File: src/rtl/dma_priority_arbiter.sv
// DMA channel picker and HRQ/HLDA/DACK sequencer: hrq rises 1 cycle after a request wins.
// There is no backpressure: the CPU's HLDA and the timing strobes pace the sequence, and a lost HLDA aborts it.
module dma_priority_arbiter #(
  parameter int NUM_CH = 4,
  parameter int CH_W   = $clog2(NUM_CH)
) (
  input  logic              CLK,
  input  logic              RESET,
  input  logic [NUM_CH-1:0] dreq,
  input  logic              hlda,
  input  logic              assertDACK,
  input  logic              deassertDACK,
  input  logic              cmdDisable,
  input  logic              cmdRotating,
  input  logic              cmdDreqActiveLow,
  input  logic              cmdDackActiveHigh,
  input  logic [NUM_CH-1:0] maskReg,
  input  logic [NUM_CH-1:0] swReq,
  output logic              hrq,
  output logic [NUM_CH-1:0] dack,
  output logic [CH_W-1:0]   activeChannel,
  output logic              channelActive,
  output logic [NUM_CH-1:0] swReqAck
);

  typedef enum logic [1:0] {IDLE, HOLD_REQ, ACK_WAIT, SERVICE} state_t;

  state_t            state_q, state_d;
  logic              hrq_q, hrq_d;
  logic [NUM_CH-1:0] dack_int_q, dack_int_d;
  logic [CH_W-1:0]   active_ch_q, active_ch_d;
  logic              chan_active_q, chan_active_d;
  logic [NUM_CH-1:0] sw_ack_q, sw_ack_d;
  logic [CH_W-1:0]   last_q, last_d;
  logic              is_sw_q, is_sw_d;

  logic [NUM_CH-1:0] req_eff;
  logic [CH_W-1:0]   base;
  logic [CH_W:0]     sum;
  logic [CH_W-1:0]   idx;
  logic [CH_W-1:0]   winner;
  logic              found;

  assign req_eff = ((dreq ^ {NUM_CH{cmdDreqActiveLow}}) & ~maskReg) | swReq;

  // Scan channels starting at the highest-priority one, wrapping modulo NUM_CH.
  always_comb begin
    base   = '0;
    sum    = '0;
    idx    = '0;
    winner = '0;
    found  = 1'b0;
    if (cmdRotating) begin
      base = (last_q == CH_W'(NUM_CH - 1)) ? '0 : last_q + CH_W'(1);
    end
    for (int i = 0; i < NUM_CH; i++) begin
      sum = {1'b0, base} + (CH_W+1)'(i);
      if (sum >= (CH_W+1)'(NUM_CH)) begin
        sum = sum - (CH_W+1)'(NUM_CH);
      end
      idx = sum[CH_W-1:0];
      if (!found && req_eff[idx]) begin
        found  = 1'b1;
        winner = idx;
      end
    end
  end

  always_comb begin
    state_d       = state_q;
    hrq_d         = hrq_q;
    dack_int_d    = dack_int_q;
    active_ch_d   = active_ch_q;
    chan_active_d = chan_active_q;
    sw_ack_d      = '0;
    last_d        = last_q;
    is_sw_d       = is_sw_q;
    case (state_q)
      IDLE: begin
        if (!cmdDisable && found) begin
          active_ch_d = winner;
          is_sw_d     = swReq[winner];
          hrq_d       = 1'b1;
          state_d     = HOLD_REQ;
        end
      end
      HOLD_REQ: begin
        if (hlda) begin
          state_d = ACK_WAIT;
        end else if (!req_eff[active_ch_q]) begin
          hrq_d   = 1'b0;
          state_d = IDLE;
        end
      end
      ACK_WAIT: begin
        if (!hlda) begin
          hrq_d         = 1'b0;
          dack_int_d    = '0;
          chan_active_d = 1'b0;
          state_d       = IDLE;
        end else if (assertDACK) begin
          dack_int_d              = '0;
          dack_int_d[active_ch_q] = 1'b1;
          chan_active_d           = 1'b1;
          state_d                 = SERVICE;
        end
      end
      SERVICE: begin
        // Losing HLDA is an abort: no rotation update and no software ack.
        if (!hlda) begin
          hrq_d         = 1'b0;
          dack_int_d    = '0;
          chan_active_d = 1'b0;
          state_d       = IDLE;
        end else if (deassertDACK) begin
          hrq_d                 = 1'b0;
          dack_int_d            = '0;
          chan_active_d         = 1'b0;
          last_d                = active_ch_q;
          sw_ack_d[active_ch_q] = is_sw_q;
          state_d               = IDLE;
        end
      end
      default: state_d = IDLE;
    endcase
  end

  always_ff @(posedge CLK) begin
    if (RESET) begin
      state_q       <= IDLE;
      hrq_q         <= 1'b0;
      dack_int_q    <= '0;
      active_ch_q   <= '0;
      chan_active_q <= 1'b0;
      sw_ack_q      <= '0;
      last_q        <= CH_W'(NUM_CH - 1);
      is_sw_q       <= 1'b0;
    end else begin
      state_q       <= state_d;
      hrq_q         <= hrq_d;
      dack_int_q    <= dack_int_d;
      active_ch_q   <= active_ch_d;
      chan_active_q <= chan_active_d;
      sw_ack_q      <= sw_ack_d;
      last_q        <= last_d;
      is_sw_q       <= is_sw_d;
    end
  end

  assign hrq           = hrq_q;
  assign dack          = cmdDackActiveHigh ? dack_int_q : ~dack_int_q;
  assign activeChannel = active_ch_q;
  assign channelActive = chan_active_q;
  assign swReqAck      = sw_ack_q;

endmodule

File: config.mk
export PLATFORM = sky130hd
export DESIGN_NAME = dma_priority_arbiter
export DESIGN_NICKNAME = d
export VERILOG_FILES = /design/src/rtl/dma_priority_arbiter.sv
export SDC_FILE = /design/constraint.sdc
export NUM_CORES = 1
export LEC_CHECK = 0
export CAP_MARGIN = 20
export CORE_MARGIN = 3
export CORE_UTILIZATION = 43
export DETAILED_ROUTE_END_ITERATION = 8
export PLACE_DENSITY = 0.87
export SETUP_SLACK_MARGIN = 0.1
export SYNTH_ARGS = -nofsm -noshare
export SYNTH_HDL_FRONTEND = slang
export SYNTH_SLANG_ARGS = --single-unit
export TNS_END_PERCENT = 1
File: constraint.sdc
create_clock -name CLK -period 2.79 [get_ports CLK]
set_input_delay 0.4185 -clock CLK [delete_from_list [all_inputs] [get_ports CLK]]
set_output_delay 0.4185 -clock CLK [all_outputs]
set_load 0.005 [all_outputs]
==> results by group <==
Clock network
  – Longest Clk Path Bufs: 2
  – Clock Tree Root: clkbuf_4
  – Post-cts hold buffer count: 0
  – H-tree depth: 1
  – CTS tree: done
  – TritonCTS Buffers: 3
  – CTS clock-pin slew for the worst setup and hold paths: 110 ps
  – Worst skew pair latency: 310 ps
  – Sink Count: 17

Final layout
  – Area grow syn2layout: 37.9%
  – Final core occ: 66.1%
  – Layout Cells excl Fill: 220
  – Fin nets: 213
  – Final Instance Area: 1730 µm²
  – Layout cells sized above 1: 20.5%
  – Fillers: 223
  – ANT cells: 0

Critical path
  – Worst r2r src: last_q[0]
  – Reg2reg end: is_sw_q
  – CP Class: in2reg
  – WP depth: 9
  – CP max stage delay: 480 ps
  – Reg2reg setup slack: 190 ps
  – R2R cell count: 9
  – CP delay by family, top: compound AO/OA/AOI/OAI gates
  – CP required: 3000 ps
  – CP max FO: 4
  – Setup crit end kind: flip-flop
  – Worst Setup SP: cmdRotating
  – CP Launch Type: input pin
  – Worst setup path end: is_sw_q
  – Crit path buf inv count: 2
  – CP most frequent cell: a221o_1
  – Worst EP arrival: 2840 ps
  – CP Cell Sequence: clkdlybuf4s50_1 -> or3b_4 -> buf_4 -> a21oi_1 -> a221o_1 -> o21ai_0 -> a41o_1 -> a32o_1 -> a221o_1
  – Slowest stage cell, crit path: clkdlybuf4s50_1

Placed design
  – Placed Area: 1650 µm²
  – Hpwl dp: 2670 µm
  – Routability Congestion: 0.818
  – Cells after DPL: 215
  – I/O Buffers: 32

Routing
  – Met2 routed WL: 1680 µm
  – Post-route ant nets: 0
  – Number of remaining DRC errors: 0
  – Metal-1 WL: 1380 µm
  – Detail-routed net length per standard cell: 15.2 µm
  – Vias per cell: 5.98
  – Top sig layer: met4
  – DRT Wirelength: 3340 µm
  – DR iter-0 viols: 56
  – Vias: 1316
  – Met3 WL: 230 µm
  – Drt first pass iters: 4

Synth
  – Post-synth ARST share: 0%
  – Syn Inst Count: 147
  – Yosys reg bits: 17
  – Sequential area share after synthesis: 27.2%
  – Post-Syn Area per Cell: 8.52 µm²
  – Top area cells in the synthesized netlist: dfxtp_1 27%, xnor2_1 4.9%, nand2_1 4.2%
  – Yosys top cell by area: dfxtp_1
  – Yosys top cell area share: 27.2%
  – Netlist cell types: 52
  – Main flop type after synthesis: dfxtp_1
  – Netlist Area Pre-Place: 1250 µm²
  – Post-synth EDFFs: 0
  – Post-Syn Nets: 169
  – Warnings, synthesis: 0

Timing
  – Setup Viol. Count Final: 0
  – Slew Limit Fails: 0
  – Slew @ Worst Pin: 493 ps
  – Crit share post-route: 94.2%
  – Fmax: 381 MHz
  – Hold slack: 509 ps
  – Slew headroom: 66.9%
  – Setup tns final: 0 ps
  – Hold Vio Cnt, Final: 0
  – Final Critical Period: 2630 ps
  – Unrepaired setup endpoints after global routing: no
  – Clock Skews: 14.3 ps

Pwr
  – Sw Pwr: 0.000177 W
  – Peak VDD IR: 0.000404 V
  – Sw Ratio: 30.6%
  – Combinational Power Share: 30.6%
  – Int Pwr: 0.000402 W
  – Leak: 0.630 nW
  – Flop pwr share: 45.0%
  – Clock power frac: 24.3%
  – PwrDens: 335 nW/µm²

GRT
  – Grt total ovfl: 0
  – Total GRT Usage: 18.9%
  – Antenna violations before repair: 0
  – Largest net degree at the start of global routing: 12
  – Vias in the first global route: 1237
  – First-pass GRT wire length: 5220 µm

Run status
  – Outcome: complete, no violations

Die
  – Die Area: 3600 µm²
  – # rows: 18
  – I/O Pins: 33
  – Initial core utilization: 47.9%
  – Core ar.: 2610 µm²
  – Die height: 60.0 µm
  – Die width: 60.0 µm

Flow run
  – Max Cap Viol: 0

Worst hold path
  – Hold Crit Class: reg2reg
-- flip-flops by register name, indices dropped and copies added, names as in the netlist --
signal         count
hrq                1
dack_int_q         4
channelActive      1
is_sw_q            1
swReqAck           4
activeChannel      2
last_q             2
state_q            2
-- placed cells by master, fill, tap and decap left out, types with 2 or more instances in the layout --
cell             Yosys  routed
a21oi_1              6       6
a221o_1              2       2
a2bb2oi_1            2       2
a32o_1               3       3
a32oi_1              5       5
buf_4                1      15
clkbuf_4             0       3
clkdlybuf4s50_1      0      32
dfxtp_1             17      17
inv_1                7       7
mux2i_1              5       2
mux2i_2              0       2
mux2i_4              1       2
nand2_1             14      14
nand3_1              6       6
nor2_1              11      11
nor3_1               9       9
o21ai_0              9       7
o21ai_1              3       3
o21ai_2              0       2
o21ba_2              2       2
o21bai_2             1       2
xnor2_1              7       7
-- per-stage QoR --
stage	total power, W	setup WS, ps
after CTS	0.000572	142
final	0.000579	163
after floorplan	0.000356	198
after detailed placement	0.000433	-255
after global placement	0.000427	-191
after global routing	0.000605	63.8
-- tightest hold or removal path: cells and delay by family, from the launching register on --
family	cells	cell delay, ps
compound gates	1	60
flops	1	350
simple gates	1	70
-- Yosys cell counts (2+ instances only) --
cell type   n
a221o_1     2
a32oi_1     5
clkbuf_1    2
o21a_1      2
nand2_1    14
a32o_1      3
buf_6       2
o21ai_1     3
nand3_1     6
o21ai_0     9
dfxtp_1    17
inv_1       7
nor3_1      9
xnor2_1     7
o21ba_2     2
mux2i_1     5
a21oi_1     6
nor2_1     11
a2bb2oi_1   2
-- power by group through the flow --
stage | clock network (W) | registers, W | logic [W]
final | 0.000141 | 0.000261 | 0.000177
after global routing | 0.000151 | 0.000262 | 0.000192
after CTS | 0.000143 | 0.000260 | 0.000169
after detailed placement | 0 | 0.000266 | 0.000167
after global placement | 0 | 0.000265 | 0.000162
after floorplan | 0 | 0.000263 | 0.0000932
-- metal layers --
layer / track usage [%] / up-vias
met5: 0 / -
met3: 5.40 / 6
li1: - / 640
met4: 6.01 / 0
met2: 32.4 / 55
met1: 22.5 / 615
-- how the worst min path moves through the flow --
stage | from | end | slack (ps) | cells after the start
4_1_cts | last_q[1] | last_q[1] | 510 | 2
3_5_place_dp | channelActive | channelActive | 490 | 2
2_1_floorplan | last_q[1] | last_q[1] | 470 | 2
5_1_grt | last_q[1] | last_q[1] | 530 | 2
3_3_place_gp | hrq | hrq | 480 | 2
6_report | channelActive | channelActive | 510 | 2
-- kinds of logic after synthesis --
| family | synth area share (%) |
|---|---|
| adders and majority gates | 1.80 |
| and+or+nand+nor | 19.3 |
| buffers and inverters | 6.99 |
| muxes | 8.49 |
| xor gates and xnor gates | 8.39 |
| AOI/OAI and AO/OA | 27.9 |
| DFF | 27.2 |
-- area by class of cell --
type                    count  area, µm²  share of cell area, %
inverters                   7       26.3                   1.52
well taps                  30       37.5                   2.17
clock inverters             1       7.51                  0.435
repair buffers             47        433                   25.1
multi-input cells         115        860                   49.8
clock buffers               3       22.5                   1.30
flip-flops and latches     17        340                   19.7
-- timing repair --
item	in CTS	in global routing
resized for setup	2	9
setup endpoints to repair	1	2
pin swaps	0	1
buffers inserted	0	1
(Power assumes the default switching activity.)
==> variant 1: new RTL, same flow settings <==
Make the reset (`RESET`) asynchronous in one clocked block.
--- a/src/rtl/dma_priority_arbiter.sv
+++ b/src/rtl/dma_priority_arbiter.sv
@@ -125,7 +125,7 @@
     endcase
   end
 
-  always_ff @(posedge CLK) begin
+  always_ff @(posedge CLK or posedge RESET) begin
     if (RESET) begin
       state_q       <= IDLE;
       hrq_q         <= 1'b0;
Formal check against the unedited RTL: differs if RESET is asserted again (counterexample within 4 cycles, from zero or initial values and one cycle with RESET high); with RESET held inactive, the same outputs for 10 cycles.
==> variant 1 against the original RTL <==
  * Sequential cell count unchanged
  * Synthesized area is 5.4% higher
  * Setup slack better by 140 ps
  * Wire length down 8.7%
  * Critical path depth is 1 higher
  * Design area down 1.4%
  * Count of clock-buffer cells in the layout up 1
  * Highest routed layer unchanged
Power is not compared: it rests on default switching activity, and its combinational part moved more than twofold at a synthesized area within 25%.
==> variant 1: results <==
[critical_path]
rr_worst_depth = 8
r2r_setup_slack_ps = 410
worstPathMaxFanout = 8
rr_startpoint = last_q[0]

[place]
dpl.hpwl_mm = 2.46
placed_area_um2 = 1680

[global_routing]
grt_pass1_wl_mm = 5.06
grt_max_degree = 18

[min_path]
min_from = channelActive
whs_endpoint = channelActive

[yosys]
yosysSeqAreaShare = 0.324
synthArstFlopShare = 1.00
syn_area_per_cell_um2 = 8.74
ys_types = 50

[finish]
regArea_um2 = 428
post_route_cells_drive_above_1_share = 0.141

[status]
status = finished, final reports clean

[cts]
clk_latency_ps = 280
cts_resized = 0

[sta]
skew_ps = 9.24
min_period_over_period = 0.891
holdWs_ps = 482

[detailed_routing]
first_iter_violations = 50
routed_via_density = 5.80
totalWireLength_mm = 3.05
## variant 1: routing by layer
| layer | up-vias | track usage |
|---|---|---|
| met3 | 4 | 0.0231 |
| met2 | 57 | 0.335 |
| met4 | 0 | 0.0758 |
| li1 | 612 | - |
| met1 | 574 | 0.196 |
| met5 | - | 0 |
## variant 1: cell families after synthesis
family / synth area share
compound gates: 0.285
mux: 0.0474
flops: 0.324
simple gates: 0.207
buf+inv: 0.0446
xor+xnor: 0.0919
## variant 1: where the power goes
part | internal [mW] | leakage [nW] | switching, mW | total [mW]
combinational | 0.335 | 0.459 | 0.281 | 0.615
clock | 0.0554 | 0.0150 | 0.0718 | 0.127
sequential | 0.336 | 0.217 | 0.144 | 0.480
total | 0.726 | 0.691 | 0.496 | 1.22
## variant 1: area by class of cell
cell class,instances,share of cell area
inverters,5,0.0110
well taps,31,0.0228
multi-input cells,121,0.489
repair buffers,37,0.210
clock buffers,4,0.0154
flip-flops and latches,17,0.251
## variant 1: how the worst max path moves through the flow
stage / startpoint / end
finish: cmdDreqActiveLow / is_sw_q
global route: cmdDreqActiveLow / is_sw_q
CTS: cmdDreqActiveLow / is_sw_q
detailed placement: cmdDreqActiveLow / is_sw_q
global placement: cmdDreqActiveLow / is_sw_q
floorplan: cmdDreqActiveLow / is_sw_q
## variant 1: critical path, cell delays in order
cell and delay (ps):
clkdlybuf4s50_1 410, buf_4 170, xnor2_2 160, o21ai_4 230, nor2_1 80, a2111oi_0 470, o31a_1 220, o21ai_1 130
a221oi_2 250, o22ai_1 110
==> variant 2: new RTL, same settings <==
Made on the original files. Set the parameter `NUM_CH` to 8 (it was 4).
--- a/src/rtl/dma_priority_arbiter.sv
+++ b/src/rtl/dma_priority_arbiter.sv
@@ -1,7 +1,7 @@
 // DMA channel picker and HRQ/HLDA/DACK sequencer: hrq rises 1 cycle after a request wins.
 // There is no backpressure: the CPU's HLDA and the timing strobes pace the sequence, and a lost HLDA aborts it.
 module dma_priority_arbiter #(
-  parameter int NUM_CH = 4,
+  parameter int NUM_CH = 8,
   parameter int CH_W   = $clog2(NUM_CH)
 ) (
   input  logic              CLK,
Ports: changed (6 resized); port bits go from 33 to 54. No check against the original RTL was run, so the function may have changed too.
==> variant 2 against the original RTL <==
  * The flow now finishes with violations (negative setup slack)
  * Setup slack got worse by 1300 ps
  * Synthesized area rose by 100%
  * Wire length rose to 2.6 times the old value
  * Power rose by 110%
  * Sequential share of layout area fell by 6.1 points
  * Combinational power rose to 2.9 times the old value
  * Critical path depth rose by 7
  * Synthesized cell count rose by 110%
  * Design area rose by 130%
  * Non-clock buffer count rose by 97
  * Sequential cell count rose by 10
  * Largest cell class unchanged
==> variant 2: results <==
[finish]
seq_area_frac = 0.136
layout.nets = 484
clockNetworkAreaShare = 0.0122
buf_share = 0.304

[sta]
layout_setup_ws_ps = -1140
tightestPinTransition_ps = 440
tns_ps = -6200
skew_ps = 3.35
finalSetupViolations = 6

[power_and_ir_drop]
pg_comb_mw = 0.522
pwr-share-clk = 0.187
p_int_mw = 0.787

[status]
violations = negative setup slack
status = complete, but fails checks

[cts]
clk_latency_ps = 270

[critical_path]
rr_worst_depth = 16
critPathTopFamily = simple AND/OR/NAND/NOR gates
worstPathMaxFanout = 6

[yosys]
yosysSeqAreaShare = 0.213
yosys-top-cells-area = dfxtp_1, mux2i_1, nor2_1
ys_types = 70
synth_fa_ha_area_frac = 0.0148

[place]
post-place-cells = 512
placed_area_um2 = 3800
routabilityCongestion = 0.966

[detailed_routing]
routed_via_density = 5.88
first_iter_violations = 194

[global_routing]
grt_max_degree = 20
variant 2: changes by cell type after synthesis, moves of 6 or more:
cell,before,now
clkbuf_1,2,11
a211o_1,0,6
mux2i_1,5,14
dfxtp_1,17,27
a211oi_1,1,15
a21oi_1,6,16
nor2_1,11,34
a22oi_1,0,6
inv_1,7,17
xnor2_1,7,13
xor2_1,0,6
variant 2: cell families after synthesis:
group	count (synthesis)
DFF	27
muxes	24
AOI/OAI and AO/OA	100
buffers and inverters	34
and+or+nand+nor	108
xor gates and xnor gates	19
adders and majority gates	3
variant 2: metal layers:
metal | wire length (um) | vias to the layer above | global-route usage
li1 | - | 1469 | -
met1 | 3370 | 1414 | 0.277
met2 | 4540 | 143 | 0.467
met3 | 635 | 26 | 0.0417
met4 | 285 | 0 | 0.103
met5 | 0 | - | 0
variant 2: what timing repair did:
item,in CTS,in global routing
endpoints found under the hold margin,0,0
buffers inserted,0,3
pin swaps,1,9
endpoints found under the setup margin,6,7
resized for setup,7,18
